## src/rtl/bip_pkg.sv

```systemverilog
// Shared constants, state encoding and control-vector type for the BIP
// fetch/decode sequencer.
package bip_pkg;

    localparam int ADDR_W  = 11;
    localparam int OPC_W   = 5;
    localparam int INSTR_W = OPC_W + ADDR_W;

    localparam logic [OPC_W-1:0] OPC_HALT = 5'd0;
    localparam logic [OPC_W-1:0] OPC_STO  = 5'd1;
    localparam logic [OPC_W-1:0] OPC_LD   = 5'd2;
    localparam logic [OPC_W-1:0] OPC_LDI  = 5'd3;
    localparam logic [OPC_W-1:0] OPC_ADD  = 5'd4;
    localparam logic [OPC_W-1:0] OPC_ADDI = 5'd5;
    localparam logic [OPC_W-1:0] OPC_SUB  = 5'd6;
    localparam logic [OPC_W-1:0] OPC_SUBI = 5'd7;

    localparam logic [1:0] SEL_A_MEM = 2'd0;
    localparam logic [1:0] SEL_A_IMM = 2'd1;
    localparam logic [1:0] SEL_A_ALU = 2'd2;
    localparam logic       SEL_B_MEM = 1'b0;
    localparam logic       SEL_B_IMM = 1'b1;

    typedef enum logic [1:0] {
        FETCH  = 2'd0,
        EXEC   = 2'd1,
        HALTED = 2'd2
    } state_t;

    typedef struct packed {
        logic       wr_ram;
        logic       rd_ram;
        logic [1:0] sel_a;
        logic       sel_b;
        logic       op_sub;
        logic       wr_acc;
    } ctrl_t;

    localparam ctrl_t CTRL_NONE = '0;

    function automatic logic [OPC_W-1:0] opcode_of(input logic [INSTR_W-1:0] word);
        return word[INSTR_W-1:ADDR_W];
    endfunction

endpackage

```

## src/rtl/bip_decoder.sv

```systemverilog
// Purely combinational opcode decode into datapath control strobes.
// Undefined opcodes yield no strobes and raise illegal.
module bip_decoder
    import bip_pkg::*;
(
    input  logic [OPC_W-1:0] opcode,
    output ctrl_t            ctrl,
    output logic             illegal
);

    always_comb begin
        ctrl    = CTRL_NONE;
        illegal = 1'b0;
        case (opcode)
            OPC_HALT: ;
            OPC_STO: begin
                ctrl.wr_ram = 1'b1;
            end
            OPC_LD: begin
                ctrl.rd_ram = 1'b1;
                ctrl.sel_a  = SEL_A_MEM;
                ctrl.wr_acc = 1'b1;
            end
            OPC_LDI: begin
                ctrl.sel_a  = SEL_A_IMM;
                ctrl.wr_acc = 1'b1;
            end
            OPC_ADD, OPC_SUB: begin
                ctrl.rd_ram = 1'b1;
                ctrl.sel_a  = SEL_A_ALU;
                ctrl.sel_b  = SEL_B_MEM;
                ctrl.op_sub = (opcode == OPC_SUB);
                ctrl.wr_acc = 1'b1;
            end
            OPC_ADDI, OPC_SUBI: begin
                ctrl.sel_a  = SEL_A_ALU;
                ctrl.sel_b  = SEL_B_IMM;
                ctrl.op_sub = (opcode == OPC_SUBI);
                ctrl.wr_acc = 1'b1;
            end
            default: begin
                illegal = 1'b1;
            end
        endcase
    end

endmodule

```

## src/rtl/bip_control.sv

```systemverilog
// BIP fetch/decode sequencer: owns pc and halt state, runs a 2-clock
// FETCH/EXEC cycle and presents one cycle of decoded strobes in EXEC.
module bip_control
    import bip_pkg::*;
(
    input  logic               clk,
    input  logic               rst,
    input  logic [INSTR_W-1:0] instr,
    output logic [ADDR_W-1:0]  pc_addr,
    output logic [ADDR_W-1:0]  operand,
    output logic               wr_ram,
    output logic               rd_ram,
    output logic [1:0]         sel_a,
    output logic               sel_b,
    output logic               op_sub,
    output logic               wr_acc,
    output logic               illegal,
    output logic               halted,
    output state_t             state
);

    state_t            state_q;
    logic [ADDR_W-1:0] pc_q;
    logic              halted_q;

    ctrl_t dec_ctrl;
    logic  dec_illegal;
    ctrl_t ctrl_g;
    logic  exec_live;

    bip_decoder u_decoder (
        .opcode  (opcode_of(instr)),
        .ctrl    (dec_ctrl),
        .illegal (dec_illegal)
    );

    // Strobes only exist in EXEC, and are killed by reset within the same
    // cycle so an aborted store never reaches the RAM.
    assign exec_live = (state_q == EXEC) && rst;
    assign ctrl_g    = exec_live ? dec_ctrl : CTRL_NONE;

    assign wr_ram  = ctrl_g.wr_ram;
    assign rd_ram  = ctrl_g.rd_ram;
    assign sel_a   = ctrl_g.sel_a;
    assign sel_b   = ctrl_g.sel_b;
    assign op_sub  = ctrl_g.op_sub;
    assign wr_acc  = ctrl_g.wr_acc;
    assign illegal = exec_live && dec_illegal;

    assign operand = instr[ADDR_W-1:0];
    assign pc_addr = pc_q;
    assign halted  = halted_q;
    assign state   = state_q;

    // instr is only looked at in EXEC, so garbage during FETCH cannot reach state.
    always_ff @(posedge clk) begin
        if (!rst) begin
            state_q  <= FETCH;
            pc_q     <= '0;
            halted_q <= 1'b0;
        end else begin
            case (state_q)
                FETCH: begin
                    state_q <= EXEC;
                end
                EXEC: begin
                    if (opcode_of(instr) == OPC_HALT) begin
                        state_q  <= HALTED;
                        halted_q <= 1'b1;
                    end else begin
                        pc_q    <= pc_q + ADDR_W'(1);
                        state_q <= FETCH;
                    end
                end
                HALTED: begin
                    state_q <= HALTED;
                end
                default: begin
                    state_q <= FETCH;
                end
            endcase
        end
    end

endmodule

```

## config.mk

```make
export PLATFORM = sky130hd
export DESIGN_NAME = bip_control
export DESIGN_NICKNAME = d
export VERILOG_FILES = /design/src/rtl/bip_pkg.sv /design/src/rtl/bip_decoder.sv /design/src/rtl/bip_control.sv
export SDC_FILE = /design/constraint.sdc
export NUM_CORES = 1
export LEC_CHECK = 0
export CORE_MARGIN = 2
export CORE_UTILIZATION = 36
export DETAILED_ROUTE_END_ITERATION = 8
export PLACE_DENSITY = 0.84
export SLEW_MARGIN = 30
export SYNTH_ARGS = -nofsm -noshare
export SYNTH_HDL_FRONTEND = slang
export SYNTH_SLANG_ARGS = --single-unit
```

## constraint.sdc

```tcl
create_clock -name clk -period 1.6 [get_ports clk]
set_input_delay 0.32 -clock clk [delete_from_list [all_inputs] [get_ports clk]]
set_output_delay 0.32 -clock clk [all_outputs]
set_load 0.02 [all_outputs]
```

; Yosys cells after proc, flatten, opt, wreduce, memory -nomap -nowiden
; Cells that the tools add are included.
[op_classes]
n_reduce_logical = 12
bitwise_logic = 1
muxes = 9
addsub = 1
eq_ne = 9
[ops]
columns = operator, count
row1 = "equality test 5 x 3 -> 1 bit, second input constant", 4
row2 = "adder 11 x 1 -> 11 bit, second input constant", 1
row3 = "equality test 5 x 2 -> 1 bit, second input constant", 2
row4 = one-hot mux 2 bit (2 select lines), 2
row5 = OR reduction 8 bit, 1
row6 = two-way mux 7 bit, 1
row7 = one-hot mux 2 bit (3 select lines), 1
row8 = OR reduction 6 bit, 1
row9 = "equality test 5 x 1 -> 1 bit, second input constant", 1
row10 = zero test 5 bit, 1
row11 = two-way mux 1 bit, 4
row12 = AND reduction 2 bit, 2
row13 = OR reduction 2 bit, 2
row14 = OR reduction 4 bit, 1
row15 = OR reduction 3 bit, 1
row16 = "equality test 2 x 1 -> 1 bit, second input constant", 1
row17 = "equality test 2 bit, second input constant", 1
row18 = logical AND 1 bit, 2
row19 = zero test 2 bit, 1
row20 = two-way mux 2 bit, 1
row21 = inverter 1 bit, 1
[totals]
inputBits = 18
regBits = 14

; Depth between registers and ports, before layout
[logic_depth]
ltp_word = 4
mapped_depth = 4
mapped_depth_nobuf = 4

; By module
; Synthesis repeated with hierarchy kept, for this count alone.
[unflattened]
cells_unflattened = 100
area_unflattened_um2 = 844.6
[modules_own_cells]
columns = mod, cells_per_inst, seq_area_each_um2, area_per_inst_um2, n_inst
row1 = bip_control, 88, 280.3, 780.7, 1
row2 = bip_decoder, 12, 0.0, 63.8, 1

; Least setup slack after synthesis
; OpenSTA, ideal clock, no wires.
[synth_timing]
path_kind = register to output
start = register state_q[0], in the netlist state[0]
end = output port sel_a[0]
arrival_ps = 1488
path_slack_ps = -208
stages_incl_launch_ff = 5
t_required_ps = 1280
cell_sequence = dfxtp_1 > and2b_2 > and3_1 > nand2_1 > nor3b_1
[synth_via]
elab_chain_len = 3
[synth_rtl]
columns = item, line_no
row1 = from (decl), bip_control.sv:22  ; state_t state_q;
row2 = from (signal assigned), bip_control.sv:58  ; state_q <= FETCH;
row3 = from (signal assigned), bip_control.sv:64  ; state_q <= EXEC;
row4 = from (signal assigned), bip_control.sv:68  ; state_q <= HALTED;
row5 = equality test 2 x 1 -> 1 bit, bip_control.sv:39  ; assign exec_live = (state_q == EXEC) && rst;
row6 = logical AND 1 bit, bip_control.sv:39
row7 = two-way mux 7 bit, bip_control.sv:40  ; assign ctrl_g = exec_live ? dec_ctrl : CTRL_NONE;
row8 = to (decl), bip_control.sv:13  ; output logic [1:0] sel_a,
; Every way passes these cells.

; Worst setup path in the final report
[layout_timing]
start = register state_q[1], in the netlist state[1]
end = output port op_sub
[layout_via]
elab_chain_len = 3
[layout_rtl]
columns = item, line_no
row1 = equality test 2 x 1 -> 1 bit, bip_control.sv:39
row2 = logical AND 1 bit, bip_control.sv:39
row3 = two-way mux 7 bit, bip_control.sv:40
row4 = to (decl), bip_control.sv:15  ; output logic op_sub,
; Every way passes these cells.

==> reports/qor.yml <==
clockRootBuffer: "clkbuf_4"
die_w_um: 51.2
crit_chain: "and2b_2 -> and3_4 -> buf_4 -> and3_4 -> buf_6"
die_h_um: 51.2
place_area_um2: 1100
ys_async_sr_fraction: 0
fmax_mhz: 571
layout_common_cells: "14 x dlygate4sd2_1, 14 x buf_4, 13 x dfxtp_1, 10 x nor2_1, 6 x nand2_1"
p_clk_frac: 0.348
synth_ff_type: "dfxtp_1"
period_share: 1.10
clkTransAtPathRegs_ns: 0.08
vias: 805
syn_area_um2: 803
grt_overflow: 0
critPathArrivalTime_ns: 1.43
dpl.hpwl_mm: 1.48
cp_common_cell: "and3_4"
slowest_delay_ns: 0.33
post-place-ws_ns: -0.680
syn_nets: 113
holdBufCountCts: 0
drt_iter0_markers: 6
clock-sinks: 14
switchingPower_uw: 186
tightest_slew_ns: 0.346
internal_power_uw: 544
layout.nets: 144
synth_area_per_cell_um2: 8.55
synth_top_area_cell: "dfxtp_1"
fp-row-count: 17
core_area_um2: 2170
violations: "setup timing"
seq_power_share: 0.495
syn_inst: 94
clk_path_buf_depth: 2
cts_made_buffers: 3
slew_violations: 0
hold-worst-slack_ns: 0.483
hold_viol: 0
synth_area_leaders: "dfxtp_1 35%, buf_4 10%, nor2_1 4.7%"
stdcell_area_um2: 1200
num_io_pins: 51
finClkSkew_ns: 0.00100
drcViolationCount: 0
hold_class: "reg2reg"
synth-seq-area-share: 0.349
h-tree-depth: 1
synth_enable_flop_cells: 0
place.port_buffers: 28
irDropWorstVdd_mv: 0.640
antenna_found_initial: 0
end_kind: "output port"
p_leak_uw: 0.000555
num_antenna_cells: 0
crit_type: "reg2out"
gp_congestion: 0.823
postLayoutCoreUtil: 0.552
drtPass1Iterations: 4
grt_max_degree: 13
grt_pass1_wl_mm: 3.27
grt_pass1_vias: 790
critPathSlowestCell: "dfxtp_2"
drive_above_1_share: 0.387
crit_required_ns: 1.28
die_area_um2: 2630
avgRoutedWirePerCell_um: 13.8
routed_wl_mm: 2.09
status: "finished with violations"
ant_nets: 0
initial_utilization: 0.370
worstSkewPairLatency_ns: 0.28
drv_cap: 0
relSlewSlack: 0.767
crit_fanout: 3
switching_share: 0.255
worst_slack_ns: -0.152
synth_top_area_share: 0.349
setup_tns_ns: -0.720
period_minus_slack_ns: 1.75
ys_seq_elements: 14
p_per_area_nw_per_um2: 609
via_per_inst: 5.30
netlist-cell-type-count: 30
area_growth_pct: 49.2
track_usage: 0.166
setup_violations: 7
cts_tree: "done"
yosysWarnings: 0
p_comb_frac: 0.157
rsz0062_at_grt: "true"
startpoint_type: "flip-flop"
[metal layers]
layer  vias to the layer above  global-route usage  routed length (um)
met5                         -                   0                   0
met4                         0              0.0526                  29
met3                         4              0.0614                 118
met2                        20               0.310                1150
met1                       392               0.170                 791
li1                        389                   -                   -
[power groups by stage]
stage / Clock, uW / Sequential [uW] / Combinational (uW)
after global routing: 282 / 363 / 125
after detailed placement: 0 / 370 / 117
final: 254 / 362 / 115
after floorplan: 0 / 379 / 82.8
after CTS: 271 / 362 / 112
after global placement: 0 / 370 / 114
[path summary, 6_finish.rpt]
kind / from / endpoint / slack (ns) / cells after the start
worst max register to register: state[1]$_SDFF_PN0_ / pc_addr[7]$_SDFFE_PN0P_ / -0.01 / 5
worst max-delay path: state[1]$_SDFF_PN0_ / op_sub / -0.15 / 5
worst min register to register: halted$_SDFFE_PN0P_ / halted$_SDFFE_PN0P_ / 0.48 / 2
worst min-delay path: halted$_SDFFE_PN0P_ / halted$_SDFFE_PN0P_ / 0.48 / 2
[logic make-up after synthesis]
kind of cell / Yosys count / synth area share
xor+xnor: 3 / 0.0327
flops: 14 / 0.349
buf+inv: 15 / 0.123
mux: 3 / 0.0374
compound gates: 13 / 0.128
fa+ha+maj: 1 / 0.0156
simple gates: 45 / 0.315
[metrics by stage]
| step | total power, uW | std cells |
|---|---|---|
| floorplan | 462 | 94 |
| global placement | 484 | 146 |
| detailed placement | 487 | 146 |
| CTS | 745 | 152 |
| global route | 770 | 152 |
| finish | 730 | 152 |
[sequential cells by signal (all words and copies together) (netlist names)]
signal / cells
halted: 1
pc_addr: 11
state: 2
[Yosys cell counts (all sizes together), types with 2 or more instances]
| master | n |
|---|---|
| a21oi | 5 |
| and3 | 3 |
| buf | 11 |
| clkbuf | 2 |
| dfxtp | 14 |
| inv | 2 |
| mux2i | 3 |
| nand2 | 7 |
| nand2b | 2 |
| nand3 | 4 |
| nand4 | 2 |
| nor2 | 10 |
| nor3 | 3 |
| nor4 | 4 |
| o211ai | 3 |
| o21ai | 3 |
| o31ai | 2 |
| or4 | 4 |
| xor2 | 3 |
[what timing repair did]
item,in CTS,in global routing
endpoints found under the setup margin,31,17
hold endpoints to repair,0,0
gates resized for setup,68,18
buffers inserted,2,0
pin swaps,11,9
[critical path: cells and delay by family (launching register included)]
kind          cells  cell delay [ns]
flops             1             0.33
buf+inv           2             0.25
simple gates      3             0.56
[cell type report]
cell class                 instances  area (um2)
clock buffer                       4        36.3
fill                             213         971
inverter                           2        7.51
multi-input combinational         65         503
sequential                        14         282
tap                               28        35.0
timing repair buffer              39         335
Note: power is estimated with default switching activity, not from simulation.
